### config.mk
export PLATFORM = sky130hd
export DESIGN_NAME = uart_tx_fifo
export DESIGN_NICKNAME = d
export VERILOG_FILES = /design/src/rtl/uart_tx_fifo.sv
export SDC_FILE = /design/constraint.sdc
export NUM_CORES = 1
export LEC_CHECK = 0
export ABC_AREA = 1
export BUFFER_PORTS_ARGS = -buffer_cell sky130_fd_sc_hd__buf_2
export CORE_ASPECT_RATIO = 1.1
export CORE_MARGIN = 1.5
export CORE_UTILIZATION = 40
export CTS_CLUSTER_DIAMETER = 100
export DETAILED_ROUTE_END_ITERATION = 8
export PLACE_DENSITY_LB_ADDON = 0.2
export SLEW_MARGIN = 20
export SYNTH_ARGS = -nofsm -noshare
export SYNTH_HDL_FRONTEND = slang
export SYNTH_SLANG_ARGS = --single-unit
### constraint.sdc
create_clock -name clk -period 4.1 [get_ports clk]
set_input_delay 0.41 -clock clk [delete_from_list [all_inputs] [get_ports clk]]
set_output_delay 0.41 -clock clk [all_outputs]
set_load 0.02 [all_outputs]
### src/rtl/uart_tx_fifo.sv
// Byte FIFO with a req/busy handshake controller that feeds uart_tx one byte at a time.
// Flags are registered from the post-edge count; a write while full is dropped and latched in overflow.
module uart_tx_fifo #(
  parameter int ADDR_W = 4
) (
  input  logic              clk,
  input  logic              rst_n,
  input  logic [7:0]        byte_in,
  input  logic              valid_in,
  input  logic              tx_busy,
  output logic              tx_req,
  output logic [7:0]        byte_out,
  output logic [ADDR_W:0]   count,
  output logic              empty,
  output logic              full,
  output logic              overflow,
  input  logic              ovf_clr
);

  localparam int unsigned DEPTH = 2**ADDR_W;
  localparam logic [ADDR_W:0] FULL_CNT = {1'b1, {ADDR_W{1'b0}}};

  typedef enum logic [1:0] {
    S_IDLE,
    S_REQ,
    S_WAIT
  } state_t;

  logic [7:0]        r_mem [DEPTH];
  logic [ADDR_W-1:0] r_wr_ptr;
  logic [ADDR_W-1:0] r_rd_ptr;
  logic [ADDR_W:0]   r_count;
  logic              r_empty;
  logic              r_full;
  logic              r_overflow;
  logic              r_tx_req;
  logic [7:0]        r_byte_out;
  state_t            r_state;

  logic              w_wr;
  logic              w_drop;
  logic              w_pop;
  logic [ADDR_W:0]   w_count_nxt;

  assign w_wr   = valid_in & ~r_full;
  assign w_drop = valid_in &  r_full;
  assign w_pop  = (r_state == S_IDLE) & ~r_empty & ~tx_busy;

  always_comb begin
    w_count_nxt = r_count;
    if (w_wr && !w_pop) begin
      w_count_nxt = r_count + (ADDR_W+1)'(1);
    end else if (!w_wr && w_pop) begin
      w_count_nxt = r_count - (ADDR_W+1)'(1);
    end
  end

  // Storage is deliberately left out of reset.
  always_ff @(posedge clk) begin
    if (w_wr) begin
      r_mem[r_wr_ptr] <= byte_in;
    end
  end

  always_ff @(posedge clk or negedge rst_n) begin
    if (!rst_n) begin
      r_wr_ptr   <= '0;
      r_rd_ptr   <= '0;
      r_count    <= '0;
      r_empty    <= 1'b1;
      r_full     <= 1'b0;
      r_overflow <= 1'b0;
      r_tx_req   <= 1'b0;
      r_byte_out <= '0;
      r_state    <= S_IDLE;
    end else begin
      if (w_wr) begin
        r_wr_ptr <= r_wr_ptr + ADDR_W'(1);
      end
      r_count <= w_count_nxt;
      r_empty <= (w_count_nxt == '0);
      r_full  <= (w_count_nxt == FULL_CNT);

      // A drop on the same edge as a clear keeps the flag set.
      if (w_drop) begin
        r_overflow <= 1'b1;
      end else if (ovf_clr) begin
        r_overflow <= 1'b0;
      end

      case (r_state)
        S_IDLE: begin
          if (w_pop) begin
            r_byte_out <= r_mem[r_rd_ptr];
            r_rd_ptr   <= r_rd_ptr + ADDR_W'(1);
            r_tx_req   <= 1'b1;
            r_state    <= S_REQ;
          end
        end
        S_REQ: begin
          if (tx_busy) begin
            r_tx_req <= 1'b0;
            r_state  <= S_WAIT;
          end
        end
        S_WAIT: begin
          if (!tx_busy) begin
            r_state <= S_IDLE;
          end
        end
        default: begin
          r_tx_req <= 1'b0;
          r_state  <= S_IDLE;
        end
      endcase
    end
  end

  assign tx_req   = r_tx_req;
  assign byte_out = r_byte_out;
  assign count    = r_count;
  assign empty    = r_empty;
  assign full     = r_full;
  assign overflow = r_overflow;

endmodule

==> summary.json <==
{
  "global_routing": {
    "grtUsageTotal": 0.190,
    "first_global_vias": 4302,
    "grt_pass1_wl_um": 24200,
    "antenna_found_initial": 0,
    "grt_max_degree": 67,
    "globalRouteOverflowTotal": 0
  },
  "yosys": {
    "synth.area.top_cells": "edfxtp_1 (59%), nand2_1 (13%), dfrtp_1 (9.9%)",
    "yosysSeqAreaShare": 0.688,
    "yosysTopAreaCellShare": 0.585,
    "synth.ff_latch_count": 155,
    "postSynth.topFlopCell": "edfxtp_1",
    "synth_warnings": 0,
    "synth_fp_nets": 617,
    "synth_largest_area_cell": "edfxtp_1",
    "synthCells": 597,
    "synth_enable_flop_cells": 128,
    "netlist-cell-type-count": 27,
    "synth.avg_cell_area_um2": 11.0,
    "ys_async_sr_fraction": 0.174,
    "synth.most_common_cell": "nand2_1",
    "yosys-top-cells-count": "nand2_1 (226), edfxtp_1 (128), nand3_1 (110)",
    "synth.cell_area_um2": 6570
  },
  "clock_tree": {
    "cts_tree": "done",
    "cts_num_sinks": 155,
    "cts_root_buf": "clkbuf_16",
    "cts-hold-fix-buffers": 0,
    "htreeDepth": 4,
    "cts_post_setup_buffers_inserted": 0,
    "cts_resized": 0,
    "worst_setup_hold_path_clk_slew_ns": 0.06,
    "cts_made_buffers": 17,
    "clk_latency_ns": 0.42,
    "ctsLongestPathBuffers": 2
  },
  "status": {
    "violations_in_the_final_reports": "hold timing",
    "outcome": "complete, but fails checks"
  },
  "critical_path": {
    "endpoint_kind": "flip-flop",
    "critical_path_required_ns": 4.42,
    "critPathKind": "flip-flop to flip-flop",
    "crit_fanout": 18,
    "worst_ep_arrival_time_ns": 2.53,
    "worstPathCellList": "clkinv_1 > nand3_1 > nand2_1 > nand2_1 > nand2_1 > nand2_1 > nand2_1",
    "crit_family": "flip-flops",
    "crit_path_max_incr_delay_ns": 0.77,
    "critical_path.startpoint_type": "flip-flop",
    "cp_common_cell": "nand2_1",
    "cp_num_buf_inv": 1,
    "critPathSlowestCell": "dfrtp_1"
  },
  "routing": {
    "detailroute.via_count": 4324,
    "drc": 0,
    "dr.pass1.iters": 6,
    "routedWlPerCell_um": 18.3,
    "routed_wirelength_um": 15300,
    "route.antenna.remaining_nets": 0,
    "detailedRoute.firstIterationViolations": 452,
    "post_drt_via_cell_ratio": 5.20
  },
  "layout": {
    "total_area_of_multi_input_combinational_cells_um2": 1770,
    "layout.filler_cells": 1503,
    "sequential_cell_area_um2": 4520,
    "num-nets-final": 639,
    "syn_to_final_growth_pct": 11.6,
    "antennaDiodeCount": 0,
    "share_of_layout_cells_above_drive_strength_1": 0.114
  },
  "pwr": {
    "leak_pwr_nw": 2.93,
    "power.ir.vdd_worst_mv": 0.404,
    "power-per-cell-area_nw_per_um2": 714
  },
  "sta": {
    "fin_hold_ws_ns": -0.000840,
    "worst-slew-pin-transition_ns": 1.02,
    "postLayoutSetupSlackWorst_ns": 1.89,
    "timing.final.crit_share": 0.540,
    "setup_viol_count_final": 0,
    "maxClockFrequency_mhz": 452,
    "slew-limit-headroom": 0.317,
    "drv_slew": 0,
    "grt_setup_unrepaired": "no",
    "finalClockSkew_ns": 0.00898,
    "final_hold_viol_count": 4,
    "final.min_clock_period_ns": 2.21,
    "setup-tns-final_ns": 0
  },
  "floorplan": {
    "io-pin-count": 30,
    "die_area_um2": 17200,
    "floorplan.die.height_um": 137,
    "std_cell_rows": 48,
    "core-area_um2": 15900,
    "fp.dieW_um": 125,
    "initial_core_util": 0.414
  },
  "placement": {
    "placement.io_buffers": 29,
    "hpwlAfterDp_um": 9580,
    "gpl.final_weighted_congestion": 0.842,
    "dpl_worst_slack_ns": 1.87
  },
  "run": {
    "maxCapViolCount": 0
  },
  "worst_hold_path": {
    "worstHoldPathType": "input pin to asynchronous set/reset pin"
  }
}
worst register-to-register path, cell delays in order, from the launching register on:
cell,delay (ns)
dfrtp_1,0.77
clkinv_1,0.66
nand3_1,0.31
nand2_1,0.10
nand2_1,0.08
nand2_1,0.06
nand2_1,0.07
nand2_1,0.06
worst paths after layout:
path                             start          end  cells past startpoint  slack, ns
setup / recovery           r_rd_ptr[2]  byte_out[4]                      7       1.89
hold / removal                   rst_n  r_rd_ptr[0]                      1    -0.0008
setup reg to reg           r_rd_ptr[2]  byte_out[4]                      7       1.89
hold reg to reg            byte_out[3]  byte_out[3]                      2       0.48
max in group asynchronous        rst_n  r_rd_ptr[0]                      1       3.66
min in group clk               ovf_clr     overflow                      2       0.19
sequential cells by signal, summed over array words and instances, names as in the netlist:
name,cells
overflow,1
tx_req,1
byte_out,8
full,1
r_wr_ptr,4
empty,1
count,5
r_state,2
r_mem,128
r_rd_ptr,4
per-stage QoR:
stage | utilization | cell area [µm²] | instances | hold WS (ns) | power (mW)
floorplan | - | 6570 | 597 | 0.114 | 3.38
global placement | 0.428 | 6790 | 800 | 0.462 | 3.83
detailed placement | 0.428 | 6790 | 800 | 0.464 | 3.86
CTS | 0.462 | 7330 | 832 | 0.0161 | 5.28
global route | 0.462 | 7330 | 832 | 0.0467 | 5.57
finish | 0.462 | 7330 | 832 | -0.000840 | 5.23
power by group:
part | switching (mW) | leakage (nW) | internal (mW) | total [mW]
logic | 1.21 | 1.19 | 0.490 | 1.71
registers | 0.157 | 1.48 | 1.95 | 2.10
clock network | 0.603 | 0.254 | 0.822 | 1.42
kinds of logic after synthesis:
logic type,after synthesis,share of synthesized area
XOR/XNOR,8,0.0107
buffers and inverters,52,0.0427
flip-flops,155,0.688
AO/OA/AOI/OAI,7,0.00571
adder cells (fa/ha/maj),7,0.0133
AND/OR/NAND/NOR,368,0.239
layout by cell type (no fill, tap or decap), types with 6 or more instances in the layout:
cell type  instances
nor2_1            19
clkbuf_16         17
nand3_1          110
ha_1               7
edfxtp_1         128
clkinv_2           6
buf_2             29
xor2_1             8
dfrtp_1           25
inv_1             19
nand2_1          226
metal layers:
metal  vias up  wire [µm]  part of all wire  GRT usage
li1       2067          -                 -          -
met1      2082       6520              0.43      0.248
met2       138       7450              0.49      0.305
met3        37        748             0.049     0.0377
met4         0        534             0.035     0.0960
met5         -          0                 0          0
area by class of cell:
cell class              count  share of cell area
flip-flops and latches    155               0.617
inverters                  24              0.0128
clock buffers              18              0.0586
multi-input cells         390               0.241
well taps                 200              0.0342
clock inverters            14              0.0143
repair buffers             31              0.0219
No activity file was read; power rests on OpenSTA's default activity.
